--- config.mk ---
export PLATFORM = sky130hd
export DESIGN_NAME = tile_exerciser
export DESIGN_NICKNAME = d
export VERILOG_FILES = /design/src/rtl/tile_exerciser.sv
export SDC_FILE = /design/constraint.sdc
export NUM_CORES = 1
export LEC_CHECK = 0
export CAP_MARGIN = 40
export CORE_ASPECT_RATIO = 1.25
export CORE_UTILIZATION = 51
export DETAILED_ROUTE_END_ITERATION = 6
export PLACE_DENSITY = 0.85
export SLEW_MARGIN = 20
export SYNTH_ARGS = -nofsm -noshare
export SYNTH_HDL_FRONTEND = slang
export SYNTH_SLANG_ARGS = --single-unit
--- constraint.sdc ---
create_clock -name clk -period 5 [get_ports clk]
set_input_delay 0.5 -clock clk [delete_from_list [all_inputs] [get_ports clk]]
set_output_delay 0.5 -clock clk [all_outputs]
set_load 0.005 [all_outputs]
--- src/rtl/tile_exerciser.sv ---
// rtl/tile_exerciser.sv - microtile stimulus/response engine with 16-bit MISR signature check
// Optional LFSR pattern generator selected by TILE_EXERCISER_LFSR_EN (counter generator otherwise).
module tile_exerciser #(
    parameter int SETTLE       = 2,
    parameter int NUM_PATTERNS = 256
) (
    input  logic        clk,
    input  logic        rst,
    input  logic        start,
    input  logic [7:0]  seed,
    input  logic [15:0] expected,
    output logic [7:0]  tile_ui,
    input  logic [7:0]  tile_uo,
    output logic        busy,
    output logic        done,
    output logic        pass,
    output logic [15:0] signature
);

    typedef enum logic [1:0] {
        ST_IDLE,
        ST_SETTLE,
        ST_SAMPLE,
        ST_DONE
    } state_t;

    localparam logic [3:0] SETTLE_LOAD = 4'(SETTLE - 1);
    localparam logic [8:0] LAST_COUNT  = 9'(NUM_PATTERNS - 1);

    state_t      state, state_nxt;
    logic [7:0]  ui_q, ui_nxt;
    logic [15:0] misr_q, misr_nxt;
    logic [8:0]  count_q, count_nxt;
    logic [3:0]  settle_q, settle_nxt;
    logic        fb;

`ifdef TILE_EXERCISER_LFSR_EN
    // An all-zero state would lock the LFSR, so a zero seed is promoted to 1.
    function automatic logic [7:0] first_pattern(input logic [7:0] s);
        return (s == 8'h00) ? 8'h01 : s;
    endfunction

    function automatic logic [7:0] next_pattern(input logic [7:0] p);
        return {p[6:0], p[7] ^ p[5] ^ p[4] ^ p[3]};
    endfunction
`else
    function automatic logic [7:0] first_pattern(input logic [7:0] s);
        return s;
    endfunction

    function automatic logic [7:0] next_pattern(input logic [7:0] p);
        return p + 8'd1;
    endfunction
`endif

    assign fb = misr_q[15] ^ misr_q[13] ^ misr_q[12] ^ misr_q[10];

    always_comb begin
        state_nxt  = state;
        ui_nxt     = ui_q;
        misr_nxt   = misr_q;
        count_nxt  = count_q;
        settle_nxt = settle_q;
        case (state)
            ST_IDLE, ST_DONE: begin
                if (start) begin
                    ui_nxt     = first_pattern(seed);
                    misr_nxt   = 16'h0000;
                    count_nxt  = 9'd0;
                    settle_nxt = SETTLE_LOAD;
                    state_nxt  = ST_SETTLE;
                end
            end
            ST_SETTLE: begin
                if (settle_q == 4'd0) begin
                    state_nxt = ST_SAMPLE;
                end else begin
                    settle_nxt = settle_q - 4'd1;
                end
            end
            ST_SAMPLE: begin
                // tile_uo is combinational from tile_ui, captured at the closing edge of this cycle.
                misr_nxt  = {misr_q[14:0], fb} ^ {8'h00, tile_uo};
                count_nxt = count_q + 9'd1;
                if (count_q == LAST_COUNT) begin
                    state_nxt = ST_DONE;
                end else begin
                    ui_nxt     = next_pattern(ui_q);
                    settle_nxt = SETTLE_LOAD;
                    state_nxt  = ST_SETTLE;
                end
            end
            default: state_nxt = ST_IDLE;
        endcase
    end

    always_ff @(posedge clk) begin
        if (rst) begin
            state    <= ST_IDLE;
            ui_q     <= 8'h00;
            misr_q   <= 16'h0000;
            count_q  <= 9'd0;
            settle_q <= 4'd0;
        end else begin
            state    <= state_nxt;
            ui_q     <= ui_nxt;
            misr_q   <= misr_nxt;
            count_q  <= count_nxt;
            settle_q <= settle_nxt;
        end
    end

    assign tile_ui   = ui_q;
    assign signature = misr_q;
    assign busy      = (state == ST_SETTLE) || (state == ST_SAMPLE);
    assign done      = (state == ST_DONE);
    assign pass      = done && (misr_q == expected);

endmodule

==> flow_summary_export.csv, run 1 <==
group,metric,value,unit
worst_setup_path,r2r-start,"state[0]$_SDFFE_PP0P_",
clock_tree,cts_tree,"yes",
sta,setup_ws,2.24,ns
clock_tree,h-tree-depth,2,
worst_setup_path,worstSetupStartpointType,"input port",
floorplanning,die_w,59.7,um
clock_tree,cts_sinks,39,
clock_tree,cts_buffers,5,
global_routing,grt_pass1_wl,8200,um
clock_tree,cts_resized,0,
worst_setup_path,critPathArrivalTime,2.26,ns
finish,final_util,73.7,%
clock_tree,worstSkewPairLatency,0.30,ns
logic_synthesis,synthCells,241,
sta,finalSetupViolCount,0,
clock_tree,hold_buffers,0,
clock_tree,post-cts-setup-buffers,0,
logic_synthesis,syn-num-nets,285,
logic_synthesis,yosysSeqAreaShare,36.7,%
logic_synthesis,synth_area,2130,um2
placed_design,hpwl,3500,um
power_and_ir_drop,p_leak,1.04,nW
logic_synthesis,yosysMostFrequentCell,"dfxtp_1",
floorplanning,die_area,4430,um2
global_routing,grt_use_total,24.6,%
sta,tightest_slew,0.688,ns
clock_tree,cts-root-buf,"clkbuf_8",
power_and_ir_drop,p_per_area,308,nW/um2
worst_hold_path,hold_class,"register to register",
finish,final_cells,355,
logic_synthesis,async_flop_share,0,%
routing,drt_iter0_drc,116,
clock_tree,clock_path_buffers,2,
logic_synthesis,ys_warn_count,0,
routing,drc,0,
sta,max_freq,362,MHz
worst_setup_path,end_kind,"primary output",
logic_synthesis,post-synth-top-area-fraction,36.7,%
finish,layout-drive-gt1-share,4.98,%
power_and_ir_drop,ir_drop,0.152,mV
status,status,"finished, final reports clean",
placed_design,place_ws,2.22,ns
sta,relSlewSlack,54.1,%
finish,area_growth,34.5,%
logic_synthesis,synthTopCellsByArea,"dfxtp_1, xnor2_1, a22oi_1, nor2_1, ha_1",
sta,drv_slew,0,
global_routing,grt_max_degree,35,
routing,vias_per_cell,5.52,
placed_design,portBuffers,61,
worst_setup_path,r2r_end,"signature[0]$_SDFFE_PP0P_",
routing,num_vias,1959,
finish,seqCellArea,781,um2
worst_setup_path,crit_fanout,1,
worst_setup_path,crit_required,4.50,ns
logic_synthesis,synthTopCellsByCount,"dfxtp_1, nor2_1, a22oi_1",
logic_synthesis,syn_area_per_cell,8.82,um2
floorplanning,core_region_area,3880,um2
worst_setup_path,r2r_cells,6,
sta,min_period,2.76,ns
routing,drt-pass1-iter-count,4,
routing,wl,4940,um
placed_design,dp.cells,347,
global_routing,grt_overflow,0,
routing,ant_nets,0,
run,timing.max_cap.violations,0,
worst_setup_path,critPathCapture,"pass",
sta,finalCritPeriodShare,55.2,%
global_routing,antenna_found_initial,0,
sta,finClkSkew,0.00569,ns
sta,setup-tns-final,0,ns
logic_synthesis,yosysUniqueCellTypes,48,
finish,fillers,323,
floorplanning,boundaryPins,62,
worst_setup_path,worstSetupStartpoint,"expected[4]",
clock_tree,clk_pin_slew,0.08,ns
global_routing,grt_pass1_vias,1871,
worst_setup_path,reg2reg_slack,2.88,ns
finish,nNetsFinal,344,
worst_setup_path,path_class,"input port to primary output",
floorplanning,initial_core_util,54.8,%
logic_synthesis,ys_ff_latch,39,
placed_design,place_congestion,0.819,
sta,hold_violations,0,
floorplanning,rows,25,
logic_synthesis,synth_edf_count,0,
finish,antenna-diode-count,0,
logic_synthesis,ys.flop_type,"dfxtp_1",
floorplanning,fp.dieH,74.2,um
sta,rsz0062_at_grt,"no",
finish,multi_input_area,1230,um2
logic_synthesis,synthDominantAreaCellType,"dfxtp_1",
routing,wl_per_cell,13.9,um
## final cells by class
| class | count | share of cell area, % |
|---|---|---|
| Timing Repair Buffer | 63 | 21.9 |
| Inverter | 12 | 1.57 |
| Tap cell | 54 | 2.36 |
| Clock buffer | 5 | 2.41 |
| Sequential cell | 39 | 27.3 |
| Clock inverter | 3 | 1.53 |
| Multi-Input combinational cell | 179 | 43.0 |
## power by group
group | switching, mW | total, mW | internal (mW)
Combinational | 0.122 | 0.246 | 0.124
Clock | 0.118 | 0.267 | 0.149
Sequential | 0.0308 | 0.366 | 0.336
Total | 0.271 | 0.880 | 0.608
## state kept, by name, summed over array words and instances (netlist names)
signal,flops
tile_ui,8
settle_q,4
signature,16
state,2
count_q,9
## layout by cell type (no fill, tap or decap), types with 4 or more instances in the layout
cell | Yosys | final
nand3_1 | 4 | 4
nand4_1 | 5 | 5
ha_1 | 9 | 9
nor3_1 | 4 | 4
inv_1 | 12 | 12
a22oi_1 | 19 | 19
nand2_1 | 15 | 15
clkbuf_8 | 0 | 5
xnor2_1 | 18 | 18
dfxtp_1 | 39 | 39
nor2_1 | 32 | 32
xor2_1 | 12 | 12
a21oi_1 | 10 | 10
clkdlybuf4s50_1 | 0 | 61
o21ai_0 | 8 | 8
## stage by stage
step                      power (mW)  area [um2]  hold WS (ns)
after floorplan                0.524        2130         0.474
after global placement         0.610        2750         0.487
after detailed placement       0.618        2750         0.500
after CTS                      0.884        2860         0.515
after global routing           0.932        2860         0.553
final                          0.880        2860         0.515
## worst min path at each step
stage	from	to	slack [ns]	cells past startpoint
6_report	count_q[8]$_SDFFE_PP0P_	count_q[8]$_SDFFE_PP0P_	0.52	2
5_1_grt	tile_ui[7]$_SDFFE_PP0P_	tile_ui[7]$_SDFFE_PP0P_	0.55	2
4_1_cts	tile_ui[7]$_SDFFE_PP0P_	tile_ui[7]$_SDFFE_PP0P_	0.51	2
3_5_place_dp	count_q[8]$_SDFFE_PP0P_	count_q[8]$_SDFFE_PP0P_	0.50	2
3_3_place_gp	tile_ui[7]$_SDFFE_PP0P_	tile_ui[7]$_SDFFE_PP0P_	0.49	2
2_1_floorplan	settle_q[2]$_SDFFE_PP0P_	settle_q[2]$_SDFFE_PP0P_	0.47	2
## routing by layer
layer,vias up,routed length (um),GRT usage [%]
met4,0,97,10.1
li1,962,-,-
met3,7,232,5.91
met2,61,2570,43.3
met5,-,0,0
met1,929,2040,28.2
## critical path, cell delays in order
cell	delay, ns
clkdlybuf4s50_1	0.42
xor2_1	0.15
nor4_1	0.28
nand4_1	0.12
nor4_1	0.24
clkdlybuf4s50_1	0.55
## cells by family after synthesis
| group | count (synthesis) | share of synthesized area [%] |
|---|---|---|
| XOR/XNOR | 31 | 13.4 |
| adder cells (fa/ha/maj) | 9 | 5.30 |
| AO/OA/AOI/OAI | 55 | 17.7 |
| multiplexers | 4 | 2.06 |
| buffers and inverters | 23 | 5.47 |
| flip-flops | 39 | 36.7 |
| AND/OR/NAND/NOR | 80 | 19.4 |
Power figures use the tool's default switching activity.
==> run 2, diff against run 1 <==
- CORE_UTILIZATION: 51 -> 43
- PLACE_DENSITY: 0.85 -> 0.77
- clock period: 5 -> 2.4 ns (I/O delays scaled with it)
==> run 2 against run 1 <==
Net effect: critical path depth unchanged; hold slack about the same; power increased by 110%; global-route usage decreased by 5.1 points; clock skew increased by 0.0030 ns; final cell count increased by 2.8%; first-iteration DRC count decreased by 14%; largest cell class unchanged; sequential cell count unchanged; design area increased by 1.4%; utilization decreased by 12 points.
==> flow_summary_export.csv, run 2 (synthesis results as in run 1) <==
group,metric,value,unit
finish,layout-drive-gt1-share,6.56,%
routing,wl_per_cell,13.2,um
routing,num_vias,1943,
worst_setup_path,critPathMaxStageDelay,0.56,ns
worst_setup_path,path_class,"register to register",
placed_design,portBuffers,61,
floorplanning,fp.dieH,80.6,um
worst_setup_path,end_kind,"register",
clock_tree,clock_path_buffers,2,
clock_tree,h-tree-depth,2,
floorplanning,initial_core_util,44.9,%
worst_setup_path,r2r_end,"signature[10]$_SDFFE_PP0P_",
routing,drc,0,
global_routing,grt_pass1_vias,1838,
global_routing,grt_use_total,19.6,%
routing,drt-pass1-iter-count,4,
routing,wl,4820,um
power_and_ir_drop,ir_drop,0.373,mV
finish,layout_commonest_cell,"clkdlybuf4s50_1",
global_routing,antenna_found_initial,0,
finish,nNetsFinal,348,
clock_tree,cts-root-buf,"clkbuf_8",
finish,largest_reg_flops,16,
finish,fillers,436,
global_routing,grt_pass1_wl,8050,um
routing,ant_nets,0,
power_and_ir_drop,p_leak,1.08,nW
floorplanning,boundaryPins,62,
sta,tightest_slew,0.571,ns
clock_tree,clk_pin_slew,0.08,ns
clock_tree,cts_sinks,39,
worst_setup_path,crit_required,2.64,ns
worst_hold_path,hold_end,"count_q[8]$_SDFFE_PP0P_",
sta,hold_slack,0.515,ns
power_and_ir_drop,p_per_area,632,nW/um2
clock_tree,post-cts-setup-buffers,0,
sta,min_period,2.05,ns
routing,vias_per_cell,5.32,
sta,drv_slew,0,
finish,final_cell_mix,"clkdlybuf4s50_1, dfxtp_1, nor2_1, a22oi_1, xnor2_1",
sta,relSlewSlack,61.2,%
worst_setup_path,reg2reg_slack,0.35,ns
finish,antenna-diode-count,0,
worst_setup_path,r2r-start,"state[0]$_SDFFE_PP0P_",
floorplanning,die_w,64.9,um
sta,finalCritPeriodShare,85.2,%
worst_setup_path,critPathArrivalTime,2.28,ns
placed_design,place_congestion,0.850,
routing,drt_iter0_drc,100,
status,status,"finished, final reports clean",
worst_setup_path,worst_path_max_delay_cell,"mux2i_2",
worst_hold_path,hold_class,"register to register",
finish,final_util,61.3,%
clock_tree,worstSkewPairLatency,0.30,ns
sta,finalSetupViolCount,0,
placed_design,hpwl,3550,um
sta,setup-tns-final,0,ns
clock_tree,cts_buffers,5,
floorplanning,core_region_area,4730,um2
worst_setup_path,worstSetupStartpointType,"register",
worst_setup_path,r2r_cells,6,
global_routing,grt_max_degree,23,
sta,max_freq,489,MHz
sta,rsz0062_at_grt,"no",
sta,hold_violations,0,
worst_hold_path,hold_path_startpoint,"count_q[8]$_SDFFE_PP0P_",
global_routing,grt_overflow,0,
run,timing.max_cap.violations,0,
worst_hold_path,min_path_cells,2,
sta,finClkSkew,0.00864,ns
floorplanning,rows,28,
worst_setup_path,crit_fanout,18,
floorplanning,die_area,5230,um2
clock_tree,cts_tree,"yes",
worst_setup_path,crit_chain,"inv_1, ha_1, mux2i_2, buf_4, a22oi_1, nor2_1",
finish,area_growth,36.5,%
## run 2: cell count changes in the layout (fill, tap and decap cells not counted)
| cell | change |
|---|---|
| buf_4 | +4 |
| dfxtp_1 | -1 |
| clkdlybuf4s50_1 | -1 |
| dfxtp_2 | +1 |
| dlymetal6s2s_1 | +1 |
## run 2: how the worst max path moves through the flow
stage                                from  cells past startpoint                    endpoint  slack [ns]
6_report            state[0]$_SDFFE_PP0P_                      6  signature[10]$_SDFFE_PP0P_        0.35
3_5_place_dp                 expected[13]                      6                        pass        0.22
2_1_floorplan       state[0]$_SDFFE_PP0P_                      8     count_q[8]$_SDFFE_PP0P_        0.72
3_3_place_gp                 expected[13]                      6                        pass        0.20
4_1_cts        signature[13]$_SDFFE_PP0P_                      5                        pass        0.12
5_1_grt             state[0]$_SDFFE_PP0P_                      6   signature[8]$_SDFFE_PP0P_        0.15
## run 2: cell type report
type                    instances  area, um2  area share, %
repair buffers                 67        658           22.7
clock inverters                 3       43.8           1.51
clock buffers                   5       68.8           2.37
flip-flops and latches         39        782           27.0
well taps                      60       75.1           2.59
multi-input cells             179       1230           42.3
inverters                      12       45.0           1.55
## run 2: through the flow
| stage | total power [mW] | area [um2] | std cells | setup WS, ns |
|---|---|---|---|---|
| floorplan | 1.09 | 2130 | 241 | 0.719 |
| global placement | 1.29 | 2790 | 357 | 0.201 |
| detailed placement | 1.30 | 2790 | 357 | 0.216 |
| CTS | 1.84 | 2900 | 365 | 0.122 |
| global route | 1.93 | 2900 | 365 | 0.154 |
| finish | 1.83 | 2900 | 365 | 0.354 |
## run 2: report_power, final
group	switching [mW]	total, mW	leakage, nW	internal [mW]
clock network	0.239	0.548	0.0581	0.309
logic	0.253	0.518	0.707	0.264
registers	0.0683	0.767	0.317	0.699
## run 2: worst max-delay path, delay by kind of cell (launching register included)
family                     cells  cell delay [ns]
AOI/OAI and AO/OA              1             0.12
buffers and inverters          2             0.40
adders and majority gates      1             0.40
muxes                          1             0.56
and+or+nand+nor                1             0.10
DFF                            1             0.41
## run 2: metal layers
layer / global-route usage, % / share of wire [%] / vias up
met5: 0 / 0 / -
met4: 6.00 / 1.1 / 0
met3: 5.82 / 5.8 / 6
met2: 33.6 / 48 / 75
met1: 23.1 / 45 / 890
li1: - / - / 972
## run 2: what timing repair did
item                                    in CTS  in global routing
endpoints found under the setup margin       0                  1
hold buffers                                 0                  0
hold endpoints to repair                     0                  0
gates resized for setup                      0                  2
==> RTL edit, RTL diff (config.mk and constraints of run 1) <==
Register the inputs `start`, `expected` and `tile_uo` before use, without a reset. The logic sees them one clock later. The other inputs are not delayed to match. Comments in the files are not updated.
--- a/src/rtl/tile_exerciser.sv
+++ b/src/rtl/tile_exerciser.sv
@@ -27,4 +27,14 @@
     localparam logic [3:0] SETTLE_LOAD = 4'(SETTLE - 1);
     localparam logic [8:0] LAST_COUNT  = 9'(NUM_PATTERNS - 1);
+
+    logic start_q;
+    logic [15:0] expected_q;
+    logic [7:0] tile_uo_q;
+
+    always_ff @(posedge clk) begin
+        start_q    <= start;
+        expected_q <= expected;
+        tile_uo_q  <= tile_uo;
+    end
 
     state_t      state, state_nxt;
@@ -64,5 +74,5 @@
         case (state)
             ST_IDLE, ST_DONE: begin
-                if (start) begin
+                if (start_q) begin
                     ui_nxt     = first_pattern(seed);
                     misr_nxt   = 16'h0000;
@@ -81,5 +91,5 @@
             ST_SAMPLE: begin
                 // tile_uo is combinational from tile_ui, captured at the closing edge of this cycle.
-                misr_nxt  = {misr_q[14:0], fb} ^ {8'h00, tile_uo};
+                misr_nxt  = {misr_q[14:0], fb} ^ {8'h00, tile_uo_q};
                 count_nxt = count_q + 9'd1;
                 if (count_q == LAST_COUNT) begin
@@ -115,5 +125,5 @@
     assign busy      = (state == ST_SETTLE) || (state == ST_SAMPLE);
     assign done      = (state == ST_DONE);
-    assign pass      = done && (misr_q == expected);
+    assign pass      = done && (misr_q == expected_q);
 
 endmodule
Function: changed (a bounded check fails within 4 cycles, from zero or initial values and one cycle with rst high).
==> RTL edit against run 1 <==
  * Power grew 47%
  * Design area grew 21%
  * Sequential share of layout area grew 9.8 points
  * Setup slack gained 140 ps
  * Routed wire length grew 15%
  * Sequential cell count grew 25
  * Maximum frequency grew 5.3%
  * Area after synthesis grew 22%
  * Critical path type is now reg2out
  * Largest cell class is now registers
==> RTL edit: results (changes against run 1) <==
[placed_design]
port_buffers = 61  ; unchanged
place_inst = 381  ; was 347
place.gp.congestion = 0.842  ; was 0.819
hpwl_mm = 3.90  ; was 3.50 mm
place_area_sq_um = 3260  ; was 2750 sq um
pre_cts_ws_ps = 2740  ; was 2220 ps

[finish]
layoutNonFillerInstCount = 396  ; was 355
num-fill-cells = 376  ; was 323
drive_gt1_frac = 0.0625  ; was 0.0498
seq-cell-share = 0.370  ; was 0.273
non_clock_buffer_area_share = 0.181  ; was 0.219
nNonClkInverters = 10  ; was 12
clk_share = 0.0582  ; was 0.0394
multi_input_area_sq_um = 1240  ; was 1230 sq um
syn2layout_area_growth_pct = 33.0  ; was 34.5%
n_clock_buffer = 11  ; was 5
signal_buffers = 63  ; unchanged
multi_input_gates = 184  ; was 179

[routing]
postRouteWirelength_mm = 5.69  ; was 4.94 mm
viasPerCell = 5.51  ; was 5.52
drtAntennaViolNets = 0  ; unchanged
drt-initial-drc-count = 137  ; was 116
drtPass1Iterations = 5  ; was 4

[power]
p_int_mw = 0.947  ; was 0.608 mW
ir_drop_mv = 0.237  ; was 0.152 mV
p_leak_nw = 1.28  ; was 1.04 nW

[grt]
use_met2 = 0.390  ; was 0.433
overflow = 0  ; unchanged
track_usage = 0.231  ; was 0.246
grt_max_degree = 34  ; was 35
grt_pass1_wl_mm = 9.18  ; was 8.20 mm
gr-usage-met3 = 0.0667  ; was 0.0591
use_met1 = 0.269  ; was 0.282
grt_pass1_vias = 2073  ; was 1871

[synth]
syn_nets = 312  ; was 285
synth_seq_area_share = 0.493  ; was 0.367
syn-instance-count = 268  ; was 241
synth_top_cells_by_count = 64 x dfxtp_1, 32 x nor2_1, 18 x a22oi_1, 18 x xnor2_1, 13 x a21oi_1  ; was 39 x dfxtp_1, 32 x nor2_1, 19 x a22oi_1
synth_mux_area_frac = 0.00914  ; was 0.0206
ys_ff_latch = 64  ; was 39
synth_fa_ha_area_frac = 0.0433  ; was 0.0530
synth_xor_area_frac = 0.110  ; was 0.134
syn_avg_cell_area_sq_um = 9.70  ; was 8.82 sq um
ys_types = 46  ; was 48
synth_area_leaders = dfxtp_1 49%, xnor2_1 6.1%, a22oi_1 5.2%  ; was dfxtp_1 37%, xnor2_1 7.4%, a22oi_1 6.7%
synth_compound_area_frac = 0.147  ; was 0.177

[worst_hold_path]
hp-start = tile_ui[7]  ; was count_q[8]
hold-path-endpoint = tile_ui[7]  ; was count_q[8]

[critical_path]
cpLargestDelayFamily = simple AND/OR/NAND/NOR gates  ; was buffers and inverters
arrival_ps = 2120  ; was 2260 ps
crit_fanout = 4  ; was 1
r2r_end = signature[1]  ; was signature[0]

[timing]
whs_ps = 499  ; was 515 ps
skew_ps = 6.88  ; was 5.69 ps
tightest_slew_ps = 736  ; was 688 ps

[clocking]
h-tree-depth = 3  ; was 2
ctsResizeCount = 0  ; unchanged
cts_buffers = 9  ; was 5
clk_latency_ps = 340  ; was 300 ps

[outcome]
status = completed  ; unchanged

RTL edit: cell types whose count changed after synthesis, sizes merged, moves of 3 or more:
cell and change:
a21oi +3, o21ai +4, nor2b +3, nand2 -3
dfxtp +25
RTL edit: metal layers:
layer / share of wire / vias up
li1: - / 1065
met1: 0.41 / 1025
met2: 0.51 / 83
met3: 0.060 / 10
met4: 0.017 / 0
met5: 0 / -
RTL edit: power groups by stage:
stage | sequential (mW) | combinational, mW | clock [mW]
after detailed placement | 0.589 | 0.244 | 0
after global placement | 0.588 | 0.237 | 0
after global routing | 0.583 | 0.269 | 0.496
after floorplan | 0.585 | 0.147 | 0
after CTS | 0.578 | 0.246 | 0.469
final | 0.579 | 0.246 | 0.465
RTL edit: how the worst max path moves through the flow:
stage                    endpoint           from  slack [ps]
finish                       pass   signature[1]        2380
global route                 pass   signature[1]        2210
CTS                          pass   signature[1]        2350
detailed placement   signature[0]       state[0]        2740
global placement             pass  signature[14]        2710
floorplan           signature[10]       state[0]        3240
